===== config.mk =====
export PLATFORM = sky130hd
export DESIGN_NAME = aipp_parser_axis_mc_flat
export DESIGN_NICKNAME = d
export VERILOG_FILES = /design/src/rtl/aipp_parser_axis_mc_if.sv /design/src/rtl/aipp_parser_axis_mc.sv /design/src/flat_wrapper.sv
export SDC_FILE = /design/constraint.sdc
export NUM_CORES = 1
export LEC_CHECK = 0
export CORE_ASPECT_RATIO = 1.2
export CORE_MARGIN = 1.5
export CORE_UTILIZATION = 35
export DETAILED_ROUTE_END_ITERATION = 12
export MAX_ROUTING_LAYER = met4
export SKIP_CTS_REPAIR_TIMING = 1
export SLEW_MARGIN = 40
export SYNTH_ARGS = -nofsm -noshare
export SYNTH_HDL_FRONTEND = slang
export SYNTH_SLANG_ARGS = --single-unit

===== constraint.sdc =====
create_clock -name aclk -period 3.1 [get_ports aclk]
set_clock_uncertainty 0.1 [all_clocks]
set_input_delay 0.62 -clock aclk [delete_from_list [all_inputs] [get_ports aclk]]
set_output_delay 0.62 -clock aclk [all_outputs]
set_load 0.005 [all_outputs]

===== src/rtl/aipp_parser_axis_mc_if.sv =====
// AXI4-Stream beat channel carrying AIPP header/payload beats into the parser.
interface aipp_parser_axis_mc_if #(
    parameter int TDATA_W = 64
);
    logic [TDATA_W-1:0] tdata;
    logic               tvalid;
    logic               tready;
    logic               tlast;

    modport master (output tdata, output tvalid, output tlast, input tready);
    modport slave  (input tdata, input tvalid, input tlast, output tready);
endinterface


===== src/rtl/aipp_parser_axis_mc.sv =====
// AIPP header parser: reassembles a 128-bit header from HB beats, queues accepted
// pre-charge commands for the VRM rails and pulses the target rail on hand-off.
//
// state      | meaning
// ST_HDR     | collecting header beats into beat_mem, decode on beat HB-1
// ST_DISCARD | header done, swallowing payload beats until tlast
module aipp_parser_axis_mc #(
    parameter int TDATA_W    = 64,
    parameter int N_CH       = 4,
    parameter int FIFO_DEPTH = 8,
    parameter int TRIG_CYC   = 4,
    parameter int CNT_W      = 16
) (
    input  logic                          aclk,
    input  logic                          aresetn,
    aipp_parser_axis_mc_if.slave          s_axis,
    output logic                          m_cmd_tvalid,
    input  logic                          m_cmd_tready,
    output logic [31:0]                   m_cmd_delay_us,
    output logic [31:0]                   m_cmd_voltage_mv,
    output logic [3:0]                    m_cmd_chan,
    output logic [N_CH-1:0]               trigger_out,
    output logic [$clog2(FIFO_DEPTH):0]   fifo_level,
    output logic [CNT_W-1:0]              pkt_ok_cnt,
    output logic [CNT_W-1:0]              pkt_drop_cnt
);
    localparam int HB = 128 / TDATA_W;
    localparam int BW = (HB > 1) ? $clog2(HB) : 1;
    localparam int AW = $clog2(FIFO_DEPTH);
    localparam int TW = $clog2(TRIG_CYC + 1);
    localparam logic [BW-1:0]    LAST_BEAT = BW'(HB - 1);
    localparam logic [AW:0]      FULL_LVL  = (AW + 1)'(FIFO_DEPTH);
    localparam logic [TW-1:0]    TRIG_LOAD = TW'(TRIG_CYC);
    localparam logic [4:0]       N_CH_L    = 5'(N_CH);
    localparam logic [CNT_W-1:0] CNT_MAX   = '1;

    typedef enum logic {ST_HDR, ST_DISCARD} state_t;

    typedef struct packed {
        logic [31:0] delay;
        logic [31:0] voltage;
        logic [3:0]  chan;
    } cmd_t;

    state_t             state;
    logic [BW-1:0]      beat_cnt;
    logic [TDATA_W-1:0] beat_mem [HB];
    cmd_t               fifo_mem [FIFO_DEPTH];
    logic [AW-1:0]      wr_ptr;
    logic [AW-1:0]      rd_ptr;
    logic [TW-1:0]      trig_tmr [N_CH];

    logic [127:0] hdr;
    logic         hdr_unused;
    logic         beat_acc;
    logic         hdr_done;
    logic         hdr_ok;
    logic         push;
    logic         pop;
    logic         fifo_full;

    // Header view: stored beats below the one currently on the bus.
    always_comb begin
        hdr = '0;
        for (int i = 0; i < HB; i++) begin
            hdr[i*TDATA_W +: TDATA_W] = (i == HB - 1) ? s_axis.tdata : beat_mem[i];
        end
    end

    assign hdr_unused = ^hdr[127:76];

    assign fifo_full     = (fifo_level == FULL_LVL);
    assign s_axis.tready = (state == ST_DISCARD) || !fifo_full;
    assign beat_acc      = s_axis.tvalid && s_axis.tready;
    assign hdr_done      = beat_acc && (state == ST_HDR) && (beat_cnt == LAST_BEAT);
    assign hdr_ok        = (hdr[7:0] == 8'h10) && ({1'b0, hdr[75:72]} < N_CH_L);
    assign push          = hdr_done && hdr_ok;
    assign m_cmd_tvalid  = (fifo_level != '0);
    assign pop           = m_cmd_tvalid && m_cmd_tready;

    assign {m_cmd_delay_us, m_cmd_voltage_mv, m_cmd_chan} = fifo_mem[rd_ptr];

    always_comb begin
        trigger_out = '0;
        for (int i = 0; i < N_CH; i++) begin
            trigger_out[i] = (trig_tmr[i] != '0);
        end
    end

    always_ff @(posedge aclk or negedge aresetn) begin
        if (!aresetn) begin
            state        <= ST_HDR;
            beat_cnt     <= '0;
            wr_ptr       <= '0;
            rd_ptr       <= '0;
            fifo_level   <= '0;
            pkt_ok_cnt   <= '0;
            pkt_drop_cnt <= '0;
            for (int i = 0; i < HB; i++)         beat_mem[i] <= '0;
            for (int i = 0; i < FIFO_DEPTH; i++) fifo_mem[i] <= '0;
            for (int i = 0; i < N_CH; i++)       trig_tmr[i] <= '0;
        end else begin
            if (beat_acc) begin
                case (state)
                    ST_HDR: begin
                        if (beat_cnt == LAST_BEAT) begin
                            beat_cnt <= '0;
                            state    <= s_axis.tlast ? ST_HDR : ST_DISCARD;
                            if (!hdr_ok && pkt_drop_cnt != CNT_MAX)
                                pkt_drop_cnt <= pkt_drop_cnt + 1'b1;
                        end else if (s_axis.tlast) begin
                            beat_cnt <= '0;
                            if (pkt_drop_cnt != CNT_MAX)
                                pkt_drop_cnt <= pkt_drop_cnt + 1'b1;
                        end else begin
                            beat_mem[beat_cnt] <= s_axis.tdata;
                            beat_cnt           <= beat_cnt + 1'b1;
                        end
                    end
                    ST_DISCARD: begin
                        if (s_axis.tlast)
                            state <= ST_HDR;
                    end
                    default: state <= ST_HDR;
                endcase
            end

            if (push) begin
                fifo_mem[wr_ptr] <= '{delay: hdr[39:8], voltage: hdr[71:40], chan: hdr[75:72]};
                wr_ptr           <= wr_ptr + 1'b1;
                if (pkt_ok_cnt != CNT_MAX)
                    pkt_ok_cnt <= pkt_ok_cnt + 1'b1;
            end
            if (pop)
                rd_ptr <= rd_ptr + 1'b1;

            if (push && !pop)
                fifo_level <= fifo_level + 1'b1;
            else if (pop && !push)
                fifo_level <= fifo_level - 1'b1;

            // A repeat pop on a busy rail restarts its pulse rather than extending it.
            for (int i = 0; i < N_CH; i++) begin
                if (pop && m_cmd_chan == 4'(i))
                    trig_tmr[i] <= TRIG_LOAD;
                else if (trig_tmr[i] != '0)
                    trig_tmr[i] <= trig_tmr[i] - 1'b1;
            end
        end
    end
endmodule


===== src/flat_wrapper.sv =====
// flat-port wrapper written by rule: the top's interface ports become plain ports
module aipp_parser_axis_mc_flat 
#(
    parameter int TDATA_W    = 64,
    parameter int N_CH       = 4,
    parameter int FIFO_DEPTH = 8,
    parameter int TRIG_CYC   = 4,
    parameter int CNT_W      = 16
)
  (aclk, aresetn, m_cmd_tvalid, m_cmd_tready, m_cmd_delay_us, m_cmd_voltage_mv, m_cmd_chan, trigger_out, fifo_level, pkt_ok_cnt, pkt_drop_cnt, s_axis_tdata, s_axis_tvalid, s_axis_tlast, s_axis_tready);
  aipp_parser_axis_mc_if #(.TDATA_W(TDATA_W)) s_axis_i ();
  input  logic aclk;
  input  logic aresetn;
  output logic m_cmd_tvalid;
  input  logic m_cmd_tready;
  output logic [31:0] m_cmd_delay_us;
  output logic [31:0] m_cmd_voltage_mv;
  output logic [3:0] m_cmd_chan;
  output logic [N_CH-1:0] trigger_out;
  output logic [$clog2(FIFO_DEPTH):0] fifo_level;
  output logic [CNT_W-1:0] pkt_ok_cnt;
  output logic [CNT_W-1:0] pkt_drop_cnt;
  input wire logic [$bits(s_axis_i.tdata)-1:0] s_axis_tdata;
  input wire logic [$bits(s_axis_i.tvalid)-1:0] s_axis_tvalid;
  input wire logic [$bits(s_axis_i.tlast)-1:0] s_axis_tlast;
  output wire logic [$bits(s_axis_i.tready)-1:0] s_axis_tready;
  assign s_axis_i.tdata = s_axis_tdata;
  assign s_axis_i.tvalid = s_axis_tvalid;
  assign s_axis_i.tlast = s_axis_tlast;
  assign s_axis_tready = s_axis_i.tready;
  aipp_parser_axis_mc #(.TDATA_W(TDATA_W), .N_CH(N_CH), .FIFO_DEPTH(FIFO_DEPTH), .TRIG_CYC(TRIG_CYC), .CNT_W(CNT_W)) u_core (.aclk(aclk), .aresetn(aresetn), .s_axis(s_axis_i), .m_cmd_tvalid(m_cmd_tvalid), .m_cmd_tready(m_cmd_tready), .m_cmd_delay_us(m_cmd_delay_us), .m_cmd_voltage_mv(m_cmd_voltage_mv), .m_cmd_chan(m_cmd_chan), .trigger_out(trigger_out), .fifo_level(fifo_level), .pkt_ok_cnt(pkt_ok_cnt), .pkt_drop_cnt(pkt_drop_cnt));
endmodule

==> out/results.ini <==
[detailed_routing]
antenna_left = 0
routed_wl_um = 71600
drcViolationCount = 0
routedWlPerCell_um = 21.9
dr.pass1.iters = 4
wl_met3_um = 2670
wl_met2_um = 35600
wl_met1_um = 31800
first_iter_violations = 793
highest_layer = met4
routed-via-count = 16600
via_per_inst = 5.07

[power_and_ir_drop]
share_comb_of_total_power_pct = 21.7
p_int_mw = 17.5
p_leak_nw = 17.7
pwr-share-clk_pct = 36.0
power_density_nw_per_um2 = 678
p_total_mw = 24.7
p_sw_share_pct = 29.0
seqPwrFrac_pct = 42.4
p_switching_mw = 7.15
ir_drop_v = 0.000406

[critical_path]
arrival_ps = 2800
start_kind = register
crit_type = reg -> out
required_ps = 2380
rrSetupSlack_ps = 240
critPathMaxFanout = 12
cp-end-kind = output pin

[timing]
relSlewSlack_pct = 60.3
finalWorstSetupSlack_ps = -418
worst_slew_pin_slew_ps = 596
holdWs_ps = 381
fin_setup_tns_ps = -10410
fmax_mhz = 284
final_max_slew_viol_count = 0
rsz0062_at_grt = true
final_hold_viol_count = 0
setup_viol = 56
fin_crit_ps = 3520
fin_crit_sh_pct = 113

[synthesis]
synthTopCellsByArea = dfrtp_1 (57%), mux2_2 (24%), mux4_2 (10%), xnor2_1 (1.2%), mux2_1 (1.1%)
synth.top_cell.area_share_pct = 56.7
ys_types = 45
syn_area_um2 = 29300
synth-edff-count = 0
synth.yosys.seq_area_share_pct = 56.7
synth_common_cells = dfrtp_1 (664), mux2_2 (636), mux4_2 (136)
ys_seq_elements = 664
postSynth.topFlopCell = dfrtp_1
synthCells = 1798
synth_most_common_cell = dfrtp_1
ys.warnings.count = 0
avgSynthCellArea_um2 = 16.3
syn_nets = 1883
synth_top_area_cell = dfrtp_1
async_flop_share_pct = 100

[worst_hold_path]
hold_class = reg -> reg

[die]
die_w_um = 267
rows = 116
pin_count = 179
die_h_um = 320
coreArea_um2 = 83200
initial_utilization_pct = 35.2
dieArea_um2 = 85400

[cts]
cts_root_buffer = clkbuf_16
clkLatencyLatePin_ps = 620
cts_made_buffers = 74
cts_buffer_depth = 3
clkTransAtPathRegs_ps = 60
cts_tree = built
numClockSinks = 664
cts_max_level = 3

[grt]
grt_pass1_wl_um = 112000
grt_pass1_vias = 18400
grt_usage_pct = 17.5
grt_max_degree = 93
gr-total-overflow = 0
antenna_found_initial = 2

[layout]
drive_gt1_share_pct = 50.1
area_growth_pct = 24.4
instances_no_fill = 3273
final_nets = 2178

[run_status]
outcome = finished with violations
violations = negative setup slack

[placed_design]
port_buffers = 178
placed_cells = 3101
routabilityCongestion = 0.747
dp_hpwl_um = 44300

[job]
drv_cap = 0

## stage by stage
stage / area [um^2] / utilization, % / setup slack (ps)
global route: 36400 / 43.8 / -500
global placement: 33500 / 40.3 / -287
finish: 36400 / 43.8 / -418
floorplan: 29300 / - / 293
CTS: 36000 / 43.2 / -543
detailed placement: 33500 / 40.3 / -267
## flip-flops by register name, summed over array words and instances (netlist names)
name,count
u_core.pkt_ok_cnt,16
u_core.pkt_drop_cnt,16
u_core.beat_mem,64
u_core.trig_tmr,12
u_core.rd_ptr,3
u_core.fifo_mem,544
u_core.wr_ptr,3
u_core.fifo_level,4
u_core.state,1
u_core.beat_cnt,1
## per-layer routing
| layer | GRT usage (%) | up-vias |
|---|---|---|
| li1 | - | 7263 |
| met1 | 22.9 | 8987 |
| met2 | 28.2 | 252 |
| met3 | 2.73 | 95 |
| met4 | 5.28 | 0 |
| met5 | - | - |
## cell usage in the layout, fill, tap and decap left out, drive strengths merged, types with 4 or more instances in the layout
cell type / instances
nand2b: 5
and3: 14
a21oi: 4
nor4b: 5
dfrtp: 664
clkbuf: 142
clkinv: 9
nand2: 22
nor2: 20
xnor2: 39
inv: 15
nand4: 16
ha: 15
clkdlybuf4s50: 130
dlymetal6s2s: 21
and2: 11
mux4: 136
buf: 152
nand3: 15
mux2: 664
nor2b: 11
## power by group through the flow
stage	clock network, mW	logic [mW]	registers [mW]
2_1_floorplan	0	2.87	10.1
3_3_place_gp	0	4.78	10.6
3_5_place_dp	0	4.86	10.6
4_1_cts	9.17	4.89	10.5
5_1_grt	9.52	5.76	10.6
6_report	8.88	5.35	10.5
## critical path: stages, from the launching register on
cell and delay [ps]:
dfrtp_4 500, buf_12 190, buf_12 180, mux4_2 520, mux2_2 300, clkdlybuf4s50_1 470
## area by class of cell
type / count / area (um^2)
tap: 1121 / 1400
antenna: 3 / 7.51
timing repair buffer: 329 / 3630
fill: 7380 / 46700
clock inverter: 15 / 200
sequential: 664 / 16600
multi-input combinational: 1011 / 12200
clock buffer: 117 / 2280
inverter: 13 / 48.8
## worst paths after layout
| path | from | depth (start not counted) | endpoint |
|---|---|---|---|
| max in group asynchronous | aresetn | 4 | u_core.fifo_mem[370]$_DFFE_PN0P_ |
| min in group asynchronous | aresetn | 2 | u_core.beat_mem[122]$_DFFE_PN0P_ |
| worst min register to register | u_core.fifo_mem[369]$_DFFE_PN0P_ | 1 | u_core.fifo_mem[369]$_DFFE_PN0P_ |
| worst max-delay path | u_core.rd_ptr[0]$_DFFE_PN0P_ | 5 | m_cmd_delay_us[17] |
| worst min-delay path | u_core.fifo_mem[369]$_DFFE_PN0P_ | 1 | u_core.fifo_mem[369]$_DFFE_PN0P_ |
| worst max register to register | u_core.fifo_level[1]$_DFFE_PN0P_ | 11 | u_core.fifo_level[3]$_DFFE_PN0P_ |
## logic make-up (layout without fill, tap and decap cells)
kind of cell / after synthesis / after routing / share of synthesized area (%)
mux: 803 / 803 / 36.1
flops: 664 / 664 / 56.7
simple gates: 136 / 136 / 2.79
buf+inv: 123 / 474 / 2.08
xor+xnor: 42 / 42 / 1.26
fa+ha+maj: 16 / 16 / 0.709
compound gates: 14 / 14 / 0.333
other cells: 0 / 3 / 0
No activity file was read; power rests on OpenSTA's default activity.
==> edit 1, RTL diff (config.mk and constraints unchanged) <==
`TRIG_CYC` is set to 4 in 2 places; all go to 2.
--- a/src/rtl/aipp_parser_axis_mc.sv
+++ b/src/rtl/aipp_parser_axis_mc.sv
@@ -10,3 +10,3 @@
     parameter int FIFO_DEPTH = 8,
-    parameter int TRIG_CYC   = 4,
+    parameter int TRIG_CYC   = 2,
     parameter int CNT_W      = 16
--- a/src/flat_wrapper.sv
+++ b/src/flat_wrapper.sv
@@ -6,3 +6,3 @@
     parameter int FIFO_DEPTH = 8,
-    parameter int TRIG_CYC   = 4,
+    parameter int TRIG_CYC   = 2,
     parameter int CNT_W      = 16
Function: no difference found for any inputs over 4 cycles, from zero or initial values and one cycle with aresetn low; that may be too few to reach the edited logic, so the function may still have changed.
==> edit 1 against the unedited design <==
  * The run still ends with setup timing left
  * Non-clock buffer count rose by 65
  * Area after synthesis hardly changed
  * Final area grew 2.6%
  * Total power increased by 4.6%
  * Worst setup slack gained 0.098 ns
  * Wire length increased by 3.4%
  * Sequential cell count is 4 lower
  * Synthesized cell count is 0.83% lower
  * First-iteration DRC count decreased by 6.2%
  * Combinational power up 26%
  * Worst hold slack worse by 0.0019 ns
  * Critical path type unchanged
  * Largest power group unchanged
  * Highest routed layer unchanged
==> edit 1: results (changes against the unedited design) <==
- First-pass GRT wire length: 112000 um (+0.43%)
- WL final: 74100 um (+3.4%)
- Via count: 16700 (+0.78%)
- Largest cells by area after synthesis: dfrtp_1 (56%), mux2_2 (22%), mux4_2 (10%)
- Initial antenna violation count: 4 (+2)
- Clock latency on the worst-skew pair: around 0.63 ns
- Post-synthesis async set-or-reset flop share: 1.00 (unchanged)
- Drt first pass iters: 7 (+3)
- Final setup violating endpoints: 60 (+7.1%)
- IO Port Bufs: 178 (unchanged)
- Cell count after placement: 3089 (-0.39%)
- Synth cell types: 50 (+11%)
- Final Worst Setup Slack: -0.320 ns (+0.0980 ns)
- Vias in the first global route: 18300 (-0.49%)
- Peak VDD IR: 0.354 mV (-13%)
- Ys Warns: 0 (unchanged)
- Drt initial violations: 744 (-6.2%)
- Nets: 2227 (+2.2%)
- Worst R2R End: u_core.trig_tmr[7]
- Lkg Pwr: 18.2 nW (+3.0%)
- Share of layout cells above drive strength 1: 0.530 (+0.0285)
- Status: complete, but fails checks
- Largest net degree at the start of global routing: 65 (-30%)
- Failing checks: setup timing
- Flop2flop setup slack: 0.21 ns (-0.03 ns)
- Fin cells: 3330 (+1.7%)
- Worst slew pin tran: 0.600 ns (+0.00415 ns)
- Synthesized Nets: 1864 (-1.0%)
- Hold depth: 1 (unchanged)
- Post-synthesis sequential area ratio: 0.564 (-0.00380)
- CTS buffer count: 73 (-1.4%)
- R2R depth: 10 (-1)
- Post-DP HPWL: 45000 um (+1.6%)
- Routability congestion estimate: 0.766 (+2.6%)
- Commonest cells post-synth: dfrtp_1 (660), mux2_2 (581), mux4_2 (134), buf_2 (62), mux2_1 (48)
- End of the critical path: m_cmd_delay_us[27]
- Synth Instances: 1783 (-0.83%)
- Setup TNS: -9.98 ns (+0.432 ns)
- CP Data Arrival Time: 2.70 ns (-0.10 ns)
- Total GRT Usage: 0.176 (+0.00101)
- R2R Path Start: u_core.rd_ptr[0]
- Max Fanout on Critical Path: 8 (-4)
==> edit 1: area by class of cell <==
type	instances	area (sq um)
clock inverters	22	218
clock buffers	112	2210
well taps	1121	1400
inverters	16	60.1
flip-flops and latches	660	16500
diodes	4	10.0
fillers	7291	45800
repair buffers	394	4540
multi-input cells	1001	12400
==> edit 1: cell families after synthesis <==
| logic type | synth area share |
|---|---|
| AO/OA/AOI/OAI | 0.00478 |
| buffers and inverters | 0.0216 |
| AND/OR/NAND/NOR | 0.0275 |
| multiplexers | 0.366 |
| flip-flops | 0.564 |
| adder cells (fa/ha/maj) | 0.00538 |
| XOR/XNOR | 0.0117 |
==> edit 1: critical path, cell delays in order, from the launching register on <==
cell and delay, ns:
dfrtp_4 0.50, buf_12 0.16, buf_16 0.15, buf_12 0.13
clkbuf_16 0.15, buf_8 0.12, mux4_2 0.40, mux2_4 0.31
buf_6 0.12
==> edit 1: worst min-delay path by stage <==
stage                         start                   end  slack, ns
2_1_floorplan               aresetn       u_core.beat_cnt       0.22
3_3_place_gp   u_core.fifo_mem[359]  u_core.fifo_mem[359]       0.36
3_5_place_dp   u_core.fifo_mem[374]  u_core.fifo_mem[374]       0.37
4_1_cts                     aresetn   u_core.beat_mem[81]      -0.14
5_1_grt        u_core.fifo_mem[304]  u_core.fifo_mem[304]       0.40
6_report       u_core.fifo_mem[361]  u_core.fifo_mem[361]       0.38
==> edit 1: layer usage <==
metal | GRT usage | wire length (um)
met5 | - | 0
met4 | 0.0564 | 1810
met3 | 0.0269 | 2620
met2 | 0.293 | 37400
met1 | 0.220 | 32200
==> edit 1: where the power goes <==
part | switching, mW | leakage [nW] | internal, mW
combinational | 2.85 | 7.98 | 3.88
clock | 3.58 | 1.19 | 5.10
sequential | 1.16 | 9.03 | 9.25
==> edit 1: through the flow <==
stage	util	worst slack, ns	cell area [sq um]
after floorplan	-	0.308	29300
after global placement	0.402	-0.0796	33500
after detailed placement	0.402	-0.0992	33500
after CTS	0.431	-0.594	35900
after global routing	0.449	-0.379	37400
final	0.449	-0.320	37400
==> edit 2, RTL diff (same settings) <==
Made on the original files. Make the reset (`aresetn`) synchronous in one clocked block.
--- a/src/rtl/aipp_parser_axis_mc.sv
+++ b/src/rtl/aipp_parser_axis_mc.sv
@@ -89,3 +89,3 @@
 
-    always_ff @(posedge aclk or negedge aresetn) begin
+    always_ff @(posedge aclk) begin
         if (!aresetn) begin
Check against the original RTL: differs if aresetn is asserted again (counterexample within 4 cycles, from zero or initial values and one cycle with aresetn low); with aresetn held inactive, the same outputs for 4 cycles.
==> edit 2 against the unedited design <==
  * The run still ends with setup timing left
  * Non-clock buffer count is 39 higher
  * Highest routed layer unchanged
  * Area after synthesis is 0.74% higher
  * Critical path type unchanged
  * First-iteration DRC count is 18% higher
  * Utilization is 0.91 points higher
  * Total power is 2.2% higher
  * Largest power group unchanged
  * Wire length is 5.6% higher
  * Via count is 1.4% higher
  * Critical endpoint is now m_cmd_voltage_mv[23]
  * Worst setup slack better by 0.25 ns
  * Critical path depth is 3 higher
  * Worst hold slack better by 0.0087 ns
  * Sequential cell count is 3 higher
  * Final area is 2.4% higher
==> edit 2: results (changes against the unedited design) <==
- Worst R2R End: u_core.trig_tmr[3][0]
- Post-synthesis async set-or-reset flop share: 0 (-1.00)
- Largest net degree at the start of global routing: 54 (-42%)
- Hold_sp: u_core.rd_ptr[1]
- Total GRT Usage: 0.177 (+0.00132)
- Fin cells: 3390 (+3.6%)
- Cell count after placement: 3163 (+2.0%)
- IO Port Bufs: 178 (unchanged)
- First-pass GRT wire length: 109000 um (-2.4%)
- Commonest cells post-synth: edfxtp_1 (620), and2_1 (593), mux4_2 (136), mux2_2 (67), clkbuf_1 (59)
- CP Data Arrival Time: 2.55 ns (-0.25 ns)
- Slew Limit Fails: 0 (unchanged)
- Min-Delay Path Class: flip-flop to flip-flop
- Share of layout cells above drive strength 1: 0.260 (-0.241)
- Failing checks: setup timing
- Peak VDD IR: 0.380 mV (-6.4%)
- FILL cells: 7255 (-1.7%)
- Largest cells by area after synthesis: edfxtp_1 (63%), and2_1 (13%), mux4_2 (10%)
- Nets: 2296 (+5.4%)
- Initial antenna violation count: 3 (+1)
- Via/cell ratio: 4.96 (-2.1%)
- Status: complete, but fails checks
- Vias in the first global route: 17500 (-4.9%)
- Post-DP HPWL: 44800 um (+1.0%)
- Wire per inst: 22.3 um (+1.9%)
- Lkg Pwr: 13.5 nW (-23%)
- CTS H-tree depth: 3 (unchanged)
- Post-synth EDFFs: 620 (+620)
- Area post-placement: 33700 sq um (+0.76%)
- Final setup violating endpoints: 51 (-8.9%)
- Post-synthesis sequential area ratio: 0.663 (+0.0956)
- CTS buffer count: 72 (-2.7%)
- CTS root buf: clkbuf_16
- Clock buffer depth: 3 (unchanged)
- R2R depth: 9 (-2)
- Hold depth: 2 (+1)
- Routability congestion estimate: 0.786 (+5.2%)
- Max-slew headroom: 0.590 (-0.0126)
- Drt first pass iters: 5 (+1)
- Flop2flop setup slack: 0.22 ns (-0.02 ns)
- Drt initial violations: 937 (+18%)
- Synth cell types: 61 (+36%)
- Final Worst Setup Slack: -0.172 ns (+0.246 ns)
- Synth Instances: 1866 (+3.8%)
- Max Fanout on Critical Path: 7 (-5)
-- edit 2: cell count changes after synthesis, sizes merged, moves of 14 or more --
cell and change:
o21ai +14, edfxtp +620, dfxtp +47, a21oi +25
and2 +583, buf -47, mux2 -596, xnor2 -36
dfrtp -664, clkbuf +49
-- edit 2: worst max path at each step --
stage / startpoint / end / slack (ns)
floorplan: s_axis_tdata[10] / u_core.fifo_mem[3][0] / -0.007
global placement: s_axis_tdata[10] / u_core.fifo_level[3] / -0.22
detailed placement: s_axis_tdata[10] / u_core.fifo_level[3] / -0.30
CTS: flip-flop / m_cmd_voltage_mv[21] / -0.48
global route: flip-flop / m_cmd_delay_us[1] / -0.27
finish: flip-flop / m_cmd_voltage_mv[23] / -0.17
-- edit 2: power by group --
group / total [mW] / internal [mW] / switching (mW)
Combinational: 6.23 / 3.72 / 2.51
Clock: 8.29 / 4.72 / 3.57
Sequential: 10.7 / 10.4 / 0.330
-- edit 2: area by class of cell --
cell class	count	area (sq um)	area share
clock buffers	89	1900	0.0509
diodes	1	2.50	0.0000671
repair buffers	368	4230	0.113
clock inverters	42	363	0.00973
flip-flops and latches	667	19600	0.525
well taps	1121	1400	0.0376
inverters	20	75.1	0.00201
multi-input cells	1082	9760	0.262
-- edit 2: per-stage QoR --
step | setup WS, ns | TNS, ns | total power, mW | hold WS (ns)
3_3_place_gp | -0.219 | -1.29 | 15.6 | 0.352
4_1_cts | -0.483 | -25.62 | 24.0 | 0.394
5_1_grt | -0.266 | -8.75 | 26.2 | 0.417
2_1_floorplan | -0.00651 | -0.442 | 13.5 | 0.354
3_5_place_dp | -0.303 | -10.87 | 15.7 | 0.380
6_report | -0.172 | -3.82 | 25.2 | 0.390
-- edit 2: worst max-delay path, stage by stage, from the launching register on --
cell and delay (ns):
dfxtp_4 0.41, buf_6 0.13, buf_12 0.10, clkbuf_16 0.14
clkbuf_16 0.15, buf_6 0.09, mux4_2 0.50, mux2_4 0.29
buf_6 0.12
-- edit 2: routing by layer --
metal | global-route usage | vias up | wire length (um)
met1 | 0.205 | 8725 | 30000
met4 | 0.0549 | 0 | 1880
met3 | 0.0303 | 114 | 3630
met2 | 0.310 | 409 | 40100
met5 | - | - | 0
li1 | - | 7579 | -
-- edit 2: logic make-up (layout without fill, tap and decap cells) --
kind of cell	Yosys count	after routing	synth area share
xor gates and xnor gates	12	12	0.00356
muxes	215	215	0.134
AOI/OAI and AO/OA	62	62	0.0126
buffers and inverters	132	519	0.0195
DFF	667	667	0.663
adders and majority gates	16	16	0.00704
other	1	17	0.000127
and+or+nand+nor	761	761	0.161
